## src/rtl/fixflo_host_bridge.sv

```systemverilog
// Serial-host bridge: parses command frames from a UART receiver, drives the
// arithmetic units, and returns the captured result/flags as a response frame.
module fixflo_host_bridge #(
  parameter int unsigned SETTLE_CYCLES = 2,
  parameter int unsigned TIMEOUT       = 1000000,
  parameter logic [7:0]  SYNC_IN       = 8'hA5,
  parameter logic [7:0]  SYNC_OUT      = 8'h5A
) (
  input  logic        clk,
  input  logic        rst,
  input  logic [7:0]  rx_data,
  input  logic        rx_valid,
  output logic [7:0]  tx_data,
  output logic        tx_valid,
  input  logic        tx_ready,
  output logic [15:0] num1,
  output logic [15:0] num2,
  output logic [1:0]  op,
  input  logic [15:0] result,
  input  logic [3:0]  flags,
  output logic        busy,
  output logic        frame_err,
  output logic        rx_overrun
);

  typedef enum logic [2:0] {
    S_IDLE, S_CMD, S_D0, S_D1, S_D2, S_D3, S_EXEC, S_TX
  } state_t;

  localparam logic [7:0]  SETTLE_LAST  = 8'(SETTLE_CYCLES - 1);
  localparam logic [31:0] TIMEOUT_LAST = 32'(TIMEOUT - 1);

  state_t      state;
  logic [31:0] to_cnt;
  logic [7:0]  settle_cnt;
  logic [1:0]  tx_idx;
  logic [7:0]  rsp_status;
  logic [7:0]  rsp_hi;
  logic [7:0]  rsp_lo;
  logic [7:0]  next_tx_byte;

  assign busy = (state != S_IDLE);

  // Byte that follows the one currently presented at index tx_idx.
  always_comb begin
    next_tx_byte = rsp_lo;
    case (tx_idx)
      2'd0:    next_tx_byte = rsp_status;
      2'd1:    next_tx_byte = rsp_hi;
      default: next_tx_byte = rsp_lo;
    endcase
  end

  always_ff @(posedge clk) begin
    if (rst) begin
      state      <= S_IDLE;
      to_cnt     <= '0;
      settle_cnt <= '0;
      tx_idx     <= '0;
      rsp_status <= '0;
      rsp_hi     <= '0;
      rsp_lo     <= '0;
      num1       <= '0;
      num2       <= '0;
      op         <= '0;
      tx_data    <= '0;
      tx_valid   <= 1'b0;
      frame_err  <= 1'b0;
      rx_overrun <= 1'b0;
    end else begin
      frame_err <= 1'b0;
      case (state)
        S_IDLE: begin
          if (rx_valid && rx_data == SYNC_IN) begin
            state  <= S_CMD;
            to_cnt <= '0;
          end
        end
        S_CMD, S_D0, S_D1, S_D2, S_D3: begin
          if (rx_valid) begin
            to_cnt <= '0;
            case (state)
              S_CMD: begin
                if (rx_data[7:2] != 6'd0) begin
                  // Bad command: answer immediately with the error frame.
                  frame_err  <= 1'b1;
                  rsp_status <= 8'h80;
                  rsp_hi     <= 8'h00;
                  rsp_lo     <= 8'h00;
                  tx_data    <= SYNC_OUT;
                  tx_valid   <= 1'b1;
                  tx_idx     <= '0;
                  state      <= S_TX;
                end else begin
                  op    <= rx_data[1:0];
                  state <= S_D0;
                end
              end
              S_D0: begin
                num1[15:8] <= rx_data;
                state      <= S_D1;
              end
              S_D1: begin
                num1[7:0] <= rx_data;
                state     <= S_D2;
              end
              S_D2: begin
                num2[15:8] <= rx_data;
                state      <= S_D3;
              end
              default: begin
                num2[7:0]  <= rx_data;
                settle_cnt <= '0;
                state      <= S_EXEC;
              end
            endcase
          end else if (to_cnt == TIMEOUT_LAST) begin
            frame_err <= 1'b1;
            to_cnt    <= '0;
            state     <= S_IDLE;
          end else begin
            to_cnt <= to_cnt + 32'd1;
          end
        end
        S_EXEC: begin
          if (rx_valid) rx_overrun <= 1'b1;
          if (settle_cnt == SETTLE_LAST) begin
            rsp_status <= {4'b0000, flags};
            rsp_hi     <= result[15:8];
            rsp_lo     <= result[7:0];
            tx_data    <= SYNC_OUT;
            tx_valid   <= 1'b1;
            tx_idx     <= '0;
            state      <= S_TX;
          end else begin
            settle_cnt <= settle_cnt + 8'd1;
          end
        end
        S_TX: begin
          if (rx_valid) rx_overrun <= 1'b1;
          if (tx_valid && tx_ready) begin
            if (tx_idx == 2'd3) begin
              tx_valid <= 1'b0;
              state    <= S_IDLE;
            end else begin
              tx_idx  <= tx_idx + 2'd1;
              tx_data <= next_tx_byte;
            end
          end
        end
        default: state <= S_IDLE;
      endcase
    end
  end

endmodule

```

## config.mk

```make
export PLATFORM = sky130hd
export DESIGN_NAME = fixflo_host_bridge
export DESIGN_NICKNAME = d
export VERILOG_FILES = /design/src/rtl/fixflo_host_bridge.sv
export SDC_FILE = /design/constraint.sdc
export NUM_CORES = 1
export LEC_CHECK = 0
export CORE_MARGIN = 3
export CORE_UTILIZATION = 25
export CTS_CLUSTER_DIAMETER = 80
export DETAILED_ROUTE_END_ITERATION = 10
export MAX_ROUTING_LAYER = met4
export PLACE_DENSITY_LB_ADDON = 0.15
export SYNTH_ARGS = -nofsm -noshare
export SYNTH_HDL_FRONTEND = slang
export SYNTH_SLANG_ARGS = --single-unit
```

## constraint.sdc

```tcl
create_clock -name clk -period 3.72 [get_ports clk]
set_input_delay 0.372 -clock clk [delete_from_list [all_inputs] [get_ports clk]]
set_output_delay 0.372 -clock clk [all_outputs]
set_load 0.02 [all_outputs]
```

Yosys cells after proc, flatten, opt, wreduce, memory -nomap -nowiden
Index checks and enable logic that the tools add are counted.
W data, S select, Z words.

storage, ports and cells
  flip-flop bits (word level) = 114
  input bits = 32

cells by class
  bitwise logic cells = 3
  equality and inequality tests = 23
  reductions and logical operators = 25
  $add $sub $neg = 3
  muxes and demuxes = 55

operators by type and width
  kind                     count
  $mux W8                  18
  $mux W32                 3
  $pmux W8 S2              5
  $pmux W32 S2             1
  $add A32 B1 Y32 const B  1
  $eq A32 B20 Y1 const B   1
  $pmux W3 S4              2
  $pmux W8 S3              1
  $mux W3                  7
  $ne A2 B2 Y1 const B     10
  $reduce_and A7 Y1        2
  $eq A3 B3 Y1 const B     4
  $mux W2                  6
  $reduce_and A3 Y1        4
  $mux W1                  10
  $reduce_and A5 Y1        2
  $add A8 B1 Y8 const B    1
  $eq A8 B1 Y1 const B     1
  $eq A8 B8 Y1 const B     1
  $reduce_and A4 Y1        2
  $eq A3 B2 Y1 const B     2
  $pmux W2 S3              1
  $reduce_bool A3 Y1       2
  $reduce_bool A6 Y1       1
  15 further kinds         21

Longest topological paths before layout
Gate-level depths: netlist of the first run.

  word-level depth = 5
  depth in mapped cells = 9
  mapped depth without buffers = 7

Worst setup path before layout of the first run
Ideal clock, no wire load.

  path kind = input to register
  from = input port rx_data[3]
  to = register to_cnt[0]
  path buffers = 1
  data required time = 3.603 ns
  arrival = 1.822 ns
  cell stages on the path = 6
  setup slack = 1.781 ns
  path through = or3_4 -> or3b_1 -> a21oi_2 -> a21o_1 -> buf_2 -> nor2_1

between the ends
  cells in the longest elaborated chain, start to end = 4

ends and longest elaborated chain
  element                      RTL line  source
  start, declared              11        input logic [7:0] rx_data,
  $eq A8 B8 Y1                 74        if (rx_valid && rx_data == SYNC_IN) begin
  $logic_and A1 B1 Y1          74
  $ne A2 B2 Y1 (no line)       --
  $reduce_and A2 Y1 (no line)  --
  end signal, assigned         122       to_cnt <= to_cnt + 32'd1;
  end, declared                34        logic [31:0] to_cnt;

No other way between the ends.
A chain may end at the register's enable or synchronous reset.

Worst setup path after layout of the first run
  from = input port rx_data[4]
  to = register to_cnt[2]

Same word-level chain as after synthesis.

==> qor.tcl, run 1 <==
set qor(layout_commonest_cell) {dfxtp_1}
set qor(place.detailed.hpwl_um) 9610
set qor(crit_fanout) 32
set qor(synth_seq_cells) 111
set qor(placement.cell_area_um2) 5950
set qor(critical_path.cell_chain) {clkdlybuf4s50_1, or3_4, or3b_1, a21oi_2, a21o_1, nor2_1}
set qor(chipHeight_um) 147
set qor(grtUsageTotal_pct) 12.7
set qor(critical_path_class) {in2reg}
set qor(synthesis.yosys.warnings) 0
set qor(grt_setup_unrepaired) {no}
set qor(power_per_cell_area_nw_per_um2) 487
set qor(max_freq_mhz) 352
set qor(area_growth_pct) 26.3
set qor(post_cts_resize_count) 0
set qor(start_util_pct) 25.9
set qor(routabilityCongestion) 0.804
set qor(htree_num_levels) 3
set qor(fill_cells) 2005
set qor(clk_root_buffer_cell) {clkbuf_16}
set qor(syn_area_per_cell_um2) 8.51
set qor(pin_count) 78
set qor(power.combinational.fraction_pct) 23.8
set qor(multi_input_area_um2) 2550
set qor(critical_path_depth) 6
set qor(route.vias.total) 4367
set qor(hold_viol_final) 0
set qor(grt_antenna_before_repair) 0
set qor(largest_net_degree_at_the_start_of_global_routing) 43
set qor(cp-start-kind) {input pin}
set qor(drt_drc_violations_left) 0
set qor(r2r.worst_path.cells) 5
set qor(drt_wl_total_um) 13500
set qor(sequential_cell_area_um2) 2220
set qor(fin_setup_tns_ns) 0
set qor(placement.io_buffers) 77
set qor(number_of_cells_in_the_design_after_placement) 892
set qor(postCtsSetupBuffers) 0
set qor(seq_power_share_pct) 43.1
set qor(cts.clk_slew.worst_paths_ns) 0.08
set qor(period_minus_slack_ns) 2.84
set qor(clock_tree_from_tritoncts) {done}
set qor(dr.pass1.iters) 4
set qor(endpoint_kind) {flop}
set qor(hold_ws_ns) 0.453
set qor(syn_nets) 619
set qor(relSlewSlack_pct) 28.6
set qor(switching_share_pct) 33.1
set qor(grt_pass1_wl_um) 22000
set qor(critical_path.top_delay_family) {compound AO/OA/AOI/OAI gates}
set qor(post-route-worst-setup-slack_ns) 0.880
set qor(vias_per_cell) 4.81
set qor(layout-drive-gt1-share_pct) 5.41
set qor(power.ir.vdd_worst_mv) 0.230
set qor(post_drt_wl_per_cell_um) 14.9
set qor(cpPeakStageDelay_ns) 0.87
set qor(worst_ep_arrival_time_ns) 3.03
set qor(power_frac_clock_pct) 33.2
set qor(fp.dieArea_um2) 21500
set qor(finalSetupViolCount) 0
set qor(fraction_of_synthesis_flops_using_an_asynchronous_set_or_reset_pin_pct) 0
set qor(clock_sinks) 111
set qor(layout.cells.non_filler) 907
set qor(nets) 681
set qor(most_used_cells_in_the_layout_excluding_fill_and_tap_cells) {dfxtp_1, nand2_1, clkdlybuf4s50_1, a21oi_1, nor2_1}
set qor(timing.final.crit_share_pct) 76.3
set qor(required_time_of_the_critical_path_ns) 3.91
set qor(drtAntennaViolNets) 0
set qor(first_global_vias) 4214
set qor(synth_sequential_area_ratio_pct) 44.9
set qor(yosysUniqueCellTypes) 56
set qor(detailedRoute.firstIterationViolations) 246
set qor(tightestPinTransition_ns) 1.07
set qor(row_count) 50
set qor(yosys_most_used_dff) {dfxtp_1}
set qor(detailedPlace.worstSlack_ns) 0.528
set qor(final_slew_viol_count) 0
set qor(grt_overflow) 0
set qor(worst_path_max_delay_cell) {a21o_1}
set qor(synth_enable_flop_cells) 0
set qor(critical_path_buf_inv_count) 1
set qor(power.static_leakage_nw) 2.06
set qor(ctsLongestPathBuffers) 2
set qor(final.setup_skew_ns) 0.00723
set qor(netSwitchingPower_mw) 1.01
set qor(syn-instance-count) 581
set qor(cts-buffers-inserted) 9
set qor(internal_power_mw) 2.04
set qor(post_synth_instance_area_um2) 4950
set qor(worst_hold_path.num_cells) 2
set qor(core_area_um2) 19100
set qor(worstHoldPathType) {reg2reg}
set qor(antennaDiodeCount) 0
set qor(cts_hold_fix_bufs) 0
set qor(die-width_um) 147
set qor(final_design_instance_area_without_fill_um2) 6250
set qor(max_cap_violations) 0
set qor(worstSkewPairLatency_ns) 0.35
set qor(outcome) {finished clean}
kinds of logic after synthesis:
kind of cell | share of synthesized area, %
buf+inv | 3.59
simple gates | 24.3
flops | 44.9
compound gates | 20.3
fa+ha+maj | 1.52
mux | 1.01
xor+xnor | 4.43
metrics by stage:
step	power, mW	utilization, %
2_1_floorplan	1.81	-
3_3_place_gp	2.06	31.2
3_5_place_dp	2.06	31.2
4_1_cts	3.08	32.7
5_1_grt	3.20	32.7
6_report	3.04	32.7
routing by layer:
metal  GRT usage, %  wire length, um  vias up
met4           2.54              102        0
li1               -                -     2206
met2           19.9             6220       69
met1           16.6             6530     2085
met5              -                0        -
met3           3.26              641        7
flip-flops by register name (all words and copies together), names as in the netlist, 3 cells and up:
register / cells
to_cnt: 32
num1: 16
num2: 16
rsp_hi: 8
rsp_lo: 8
settle_cnt: 8
tx_data: 8
rsp_status: 5
state: 3
cells in the mapped netlist (3+ instances only):
master	instances	area, um2
a211oi_1	5	37.5
a21o_1	4	30.0
a21oi_1	64	320
a22o_1	3	26.3
a22oi_1	20	150
and2_1	6	37.5
and3_1	10	62.6
and4_1	5	43.8
buf_2	13	65.1
clkbuf_1	18	67.6
dfxtp_1	111	2220
ha_1	6	75.1
inv_1	8	30.0
mux2i_1	5	50.1
nand2_1	89	334
nand2b_1	3	18.8
nand3_1	13	65.1
nand4_1	3	18.8
nor2_1	62	233
nor2b_1	3	18.8
nor3_1	5	25.0
nor3b_1	4	30.0
nor4_1	5	31.3
o2111ai_1	12	105
o211ai_1	9	67.6
o21ai_0	17	85.1
or3_1	19	119
xor2_1	24	210
power groups by stage:
stage | clock, mW | combinational (mW) | sequential, mW
CTS | 1.04 | 0.729 | 1.31
global placement | 0 | 0.724 | 1.34
floorplan | 0 | 0.459 | 1.35
global route | 1.08 | 0.799 | 1.32
finish | 1.01 | 0.724 | 1.31
detailed placement | 0 | 0.726 | 1.34
final timing paths:
check	endpoint	slack (ns)	startpoint
worst min-delay path	tx_data[0]$_SDFFE_PP0P_	0.45	tx_data[0]$_SDFFE_PP0P_
worst max-delay path	to_cnt[2]$_SDFFE_PP0P_	0.88	rx_data[4]
worst max register to register	to_cnt[2]$_SDFFE_PP0P_	1.09	state[1]$_SDFFE_PP0P_
worst min register to register	tx_data[0]$_SDFFE_PP0P_	0.45	tx_data[0]$_SDFFE_PP0P_
worst min-delay path, delay by kind of cell, from the launching register on:
kind             cells  cell delay (ns)
AO/OA/AOI/OAI        1             0.05
flip-flops           1             0.31
AND/OR/NAND/NOR      1             0.05
area by class of cell:
class | instances | share of cell area (%)
clock inverters | 6 | 1.22
clock buffers | 9 | 3.60
repair buffers | 84 | 13.1
well taps | 260 | 5.21
flip-flops and latches | 111 | 35.6
inverters | 8 | 0.481
multi-input cells | 429 | 40.8
Note: power is estimated with default switching activity, not from simulation.
==> run 2, diff against run 1 <==
Clock period 3.72 ns to 2.95 ns, I/O delays scaled along.
==> qor.tcl, run 2 (synthesis results as in run 1) <==
set qor(vias_per_cell) 4.82
set qor(worst_ep_arrival_time_ns) 2.62
set qor(cts.clk_slew.worst_paths_ns) 0.07
set qor(hold_viol_final) 0
set qor(layout.cells.non_filler) 919
set qor(ctsLongestPathBuffers) 2
set qor(cts_hold_fix_bufs) 0
set qor(clk_root_buffer_cell) {clkbuf_16}
set qor(max_cap_violations) 0
set qor(fp.dieArea_um2) 21500
set qor(endpoint_kind) {flop}
set qor(first_global_vias) 4232
set qor(detailedRoute.firstIterationViolations) 259
set qor(r2r-start) {state[2]$_SDFFE_PP0P_}
set qor(cpPeakStageDelay_ns) 0.50
set qor(start_util_pct) 25.9
set qor(worstHoldPathType) {reg2reg}
set qor(drtAntennaViolNets) 0
set qor(most_used_cells_in_the_layout_excluding_fill_and_tap_cells) {dfxtp_1, nand2_1, clkdlybuf4s50_1, a21oi_1, nor2_1}
set qor(tightestPinTransition_ns) 0.772
set qor(clock_sinks) 111
set qor(nets) 692
set qor(max_freq_mhz) 426
set qor(post-layout-total-power_mw) 3.89
set qor(internal_power_mw) 2.61
set qor(htree_num_levels) 3
set qor(post_cts_resize_count) 0
set qor(reg_to_reg_end) {tx_data[4]$_SDFFE_PP0P_}
set qor(dr.pass1.iters) 4
set qor(place.detailed.hpwl_um) 9760
set qor(power.ir.vdd_worst_mv) 0.312
set qor(antennaDiodeCount) 0
set qor(critical_path_class) {in2reg}
set qor(route.vias.total) 4426
set qor(power_per_cell_area_nw_per_um2) 613
set qor(netSwitchingPower_mw) 1.28
set qor(number_of_cells_in_the_design_after_placement) 903
set qor(core_area_um2) 19100
set qor(layout_commonest_cell) {dfxtp_1}
set qor(placement.io_buffers) 77
set qor(period_minus_slack_ns) 2.34
set qor(drt_drc_violations_left) 0
set qor(seq_power_share_pct) 42.6
set qor(final_slew_viol_count) 0
set qor(die-width_um) 147
set qor(timing.final.crit_share_pct) 79.5
set qor(finalSetupViolCount) 0
set qor(largest_net_degree_at_the_start_of_global_routing) 39
set qor(endpoint) {to_cnt[28]$_SDFFE_PP0P_}
set qor(relSlewSlack_pct) 48.5
set qor(largest_reg_flops) 32
set qor(grtUsageTotal_pct) 12.9
set qor(required_time_of_the_critical_path_ns) 3.23
set qor(holdCritStartpoint) {tx_data[2]$_SDFFE_PP0P_}
set qor(routabilityCongestion) 0.789
set qor(hold_ws_ns) 0.457
set qor(chipHeight_um) 147
set qor(reg.largest.list) {to_cnt (32), num1 (16), num2 (16)}
set qor(crit_fanout) 7
set qor(power.static_leakage_nw) 2.13
set qor(top_register) {to_cnt}
set qor(power_frac_clock_pct) 32.5
set qor(grt_pass1_wl_um) 22500
set qor(postCtsSetupBuffers) 0
set qor(cts-buffers-inserted) 9
set qor(timing.critical_path.from) {rx_data[3]}
set qor(worst_path_max_delay_cell) {clkdlybuf4s50_1}
set qor(r2r_slack_ns) 0.62
set qor(r2r.worst_path.cells) 6
set qor(fin_setup_tns_ns) 0
set qor(final.setup_skew_ns) 0.0103
set qor(pin_count) 78
set qor(power.combinational.fraction_pct) 24.8
set qor(area_growth_pct) 28.3
set qor(outcome) {finished clean}
set qor(grt_antenna_before_repair) 0
set qor(critical_path.cell_chain) {clkdlybuf4s50_1, or3_4, nor4b_4, buf_4, o2111ai_2, or3_1, a21oi_1}
set qor(fill_cells) 1984
set qor(switching_share_pct) 32.9
set qor(worstSkewPairLatency_ns) 0.35
set qor(cp-start-kind) {input pin}
set qor(grt_overflow) 0
set qor(drt_wl_total_um) 13800
set qor(post_drt_wl_per_cell_um) 15.0
set qor(worst_hold_path.num_cells) 2
set qor(grt_setup_unrepaired) {no}
set qor(layout-drive-gt1-share_pct) 7.13
set qor(row_count) 50
set qor(clock_tree_from_tritoncts) {done}
==> run 2: cell types whose count changed in the layout (fill, tap and decap cells not counted), sizes merged <==
cell and change:
clkinv +2, buf +11, inv -1
==> run 2: through the flow <==
step                      utilization (%)  cell area [um2]  worst slack [ns]
after floorplan                         -             4950              1.06
after global placement               31.7             6040             0.329
after detailed placement             31.7             6040             0.243
after CTS                            33.3             6350             0.597
after global routing                 33.3             6350             0.427
final                                33.3             6350             0.605
==> run 2: worst min path at each step <==
stage                              end
2_1_floorplan     num1[0]$_SDFFE_PP0P_
3_3_place_gp      num2[7]$_SDFFE_PP0P_
3_5_place_dp      num1[6]$_SDFFE_PP0P_
4_1_cts           num2[5]$_SDFFE_PP0P_
5_1_grt        tx_data[5]$_SDFFE_PP0P_
6_report       tx_data[2]$_SDFFE_PP0P_
==> run 2: worst max-delay path: cells and delay by family <==
family	cells	cell delay [ns]
and+or+nand+nor	3	1.24
buffers and inverters	2	0.75
AOI/OAI and AO/OA	2	0.33
==> run 2: cell type report <==
| cell class | count | area [um2] | area share (%) |
|---|---|---|---|
| multi-input combinational | 429 | 2550 | 40.2 |
| sequential | 111 | 2220 | 35.0 |
| timing repair buffer | 95 | 913 | 14.4 |
| tap | 260 | 325 | 5.13 |
| clock buffer | 9 | 225 | 3.55 |
| clock inverter | 7 | 80.1 | 1.26 |
| inverter | 8 | 30.0 | 0.473 |
==> run 2: power groups by stage <==
stage	Clock, mW	Sequential (mW)	Combinational, mW
CTS	1.31	1.66	0.977
floorplan	0	1.71	0.579
global placement	0	1.69	0.966
global route	1.37	1.68	1.06
detailed placement	0	1.69	0.969
finish	1.27	1.66	0.965
==> run 2: routing by layer <==
layer  share of wire [%]  track usage (%)
met4                0.71             2.68
met5                   0                -
met1                  49             17.7
met3                 5.2             2.82
met2                  45             19.6
==> run 3, diff against run 2 <==
Clock period 2.95 ns to 2.3 ns, I/O delays scaled along.
==> qor.tcl, run 3 (synthesis results as in run 1) <==
set qor(first_global_vias) 4287
set qor(placement.cell_area_um2) 6240
set qor(finalSetupViolCount) 0
set qor(final_util_pct) 34.5
set qor(critical_path.cell_chain) {ha_1, nor4b_4, a21oi_1, a221o_1, buf_12, a2111oi_1, nor3_1}
set qor(reg.largest.list) {to_cnt (32), num1 (16), num2 (16)}
set qor(hold_ws_ns) 0.454
set qor(detailedPlace.worstSlack_ns) -0.0597
set qor(max_cap_violations) 0
set qor(clock_tree_from_tritoncts) {done}
set qor(place.detailed.hpwl_um) 9810
set qor(core_area_um2) 19100
set qor(final.setup_skew_ns) 0.0124
set qor(cts-buffers-inserted) 9
set qor(holdCritStartpoint) {tx_data[1]$_SDFFE_PP0P_}
set qor(critical_path_class) {reg2reg}
set qor(critical_path.top_delay_family) {compound AO/OA/AOI/OAI gates}
set qor(hold_viol_final) 0
set qor(area_growth_pct) 33.1
set qor(pin_count) 78
set qor(cts.clk_slew.worst_paths_ns) 0.08
set qor(ctsLongestPathBuffers) 2
set qor(detailedRoute.firstIterationViolations) 265
set qor(worstSkewPairLatency_ns) 0.36
set qor(period_minus_slack_ns) 2.05
set qor(worstHoldPathType) {reg2reg}
set qor(cpPeakStageDelay_ns) 0.40
set qor(antennaDiodeCount) 0
set qor(post_drt_wl_per_cell_um) 14.6
set qor(layout-drive-gt1-share_pct) 10.1
set qor(max_freq_mhz) 489
set qor(clk_root_buffer_cell) {clkbuf_16}
set qor(layout_commonest_cell) {dfxtp_1}
set qor(row_count) 50
set qor(postCtsSetupBuffers) 0
set qor(timing.final.crit_share_pct) 89.0
set qor(power_per_cell_area_nw_per_um2) 800
set qor(fp.dieArea_um2) 21500
set qor(worst_ep_arrival_time_ns) 2.26
set qor(clock_sinks) 111
set qor(worst_path_max_delay_cell) {a2111oi_1}
set qor(endpoint_kind) {flop}
set qor(dr.pass1.iters) 4
set qor(final_design_instance_area_without_fill_um2) 6590
set qor(drt_drc_violations_left) 0
set qor(drtAntennaViolNets) 0
set qor(final_slew_viol_count) 0
set qor(post-route-worst-setup-slack_ns) 0.253
set qor(layout.cells.non_filler) 941
set qor(chipHeight_um) 147
set qor(grt_antenna_before_repair) 0
set qor(critical_path_buf_inv_count) 1
set qor(required_time_of_the_critical_path_ns) 2.51
set qor(most_used_cells_in_the_layout_excluding_fill_and_tap_cells) {dfxtp_1, nand2_1, clkdlybuf4s50_1, a21oi_1, nor2_1}
set qor(crit_fanout) 20
set qor(cts_hold_fix_bufs) 0
set qor(relSlewSlack_pct) 42.6
set qor(top_register) {to_cnt}
set qor(outcome) {finished clean}
set qor(htree_num_levels) 3
set qor(start_util_pct) 25.9
set qor(r2r-start) {settle_cnt[0]$_SDFFE_PP0P_}
set qor(power.ir.vdd_worst_mv) 0.453
set qor(cp-start-kind) {flop}
set qor(drt_wl_total_um) 13800
set qor(grt_overflow) 0
set qor(vias_per_cell) 4.75
set qor(grt_setup_unrepaired) {no}
set qor(largest_net_degree_at_the_start_of_global_routing) 44
set qor(routabilityCongestion) 0.791
set qor(grt_pass1_wl_um) 22700
set qor(nets) 714
set qor(timing.critical_path.from) {settle_cnt[0]$_SDFFE_PP0P_}
set qor(route.vias.total) 4470
set qor(grtUsageTotal_pct) 13.1
set qor(placement.io_buffers) 77
set qor(die-width_um) 147
set qor(number_of_cells_in_the_design_after_placement) 925
set qor(tightestPinTransition_ns) 0.860
set qor(power.static_leakage_nw) 2.25
set qor(largest_reg_flops) 32
-- run 3: cell types whose count changed in the layout (fill, tap and decap cells not counted) --
cell / change
a2111oi_0: -1
clkbuf_1: +1
bufinv_16: +1
and2_2: +1
nor4b_2: -1
clkinv_2: -2
buf_12: +3
a2111oi_1: +1
and2_1: -1
buf_4: +19
nor4b_4: +1
-- run 3: through the flow --
step                      TNS [ns]  power [mW]
final                            0        5.27
after global routing             0        5.55
after CTS                        0        5.33
after detailed placement    -0.395        3.55
after global placement      -0.135        3.55
after floorplan                  0        2.93
-- run 3: repair_timing --
item | in CTS | in global routing
gates resized for setup | 0 | 3
hold endpoints to repair | 0 | 0
setup endpoints to repair | 0 | 3
-- run 3: worst reg2reg max path, stage by stage, from the launching register on --
cell and delay, ns:
dfxtp_1 0.39, ha_1 0.18, nor4b_4 0.23, a21oi_1 0.14, a221o_1 0.32, buf_12 0.17, a2111oi_1 0.41, nor3_1 0.07
-- run 3: final cells by class --
cell class,instances,area [um2]
clock inverter,6,100
inverter,8,30.0
tap,260,325
timing repair buffer,117,1120
multi-input combinational,429,2560
clock buffer,10,229
sequential,111,2220
fill,2022,12500
-- run 3: final timing paths --
check / to / slack [ns] / depth (start not counted)
worst min register to register: tx_data[1]$_SDFFE_PP0P_ / 0.45 / 2
worst max-delay path: tx_data[4]$_SDFFE_PP0P_ / 0.25 / 7
worst max register to register: tx_data[4]$_SDFFE_PP0P_ / 0.25 / 7
worst min-delay path: tx_data[1]$_SDFFE_PP0P_ / 0.45 / 2
-- run 3: routing by layer --
| metal | vias to the layer above | global-route usage, % | wire length [um] |
|---|---|---|---|
| li1 | 2258 | - | - |
| met1 | 2124 | 18.0 | 6980 |
| met2 | 78 | 19.4 | 6090 |
| met3 | 10 | 2.95 | 562 |
| met4 | 0 | 3.10 | 129 |
| met5 | - | - | 0 |
-- run 3: power breakdown --
part | leakage (nW) | internal [mW] | switching (mW) | total (mW)
logic | 1.20 | 0.587 | 0.814 | 1.40
clock network | 0.161 | 0.979 | 0.778 | 1.76
registers | 0.896 | 2.02 | 0.0918 | 2.11
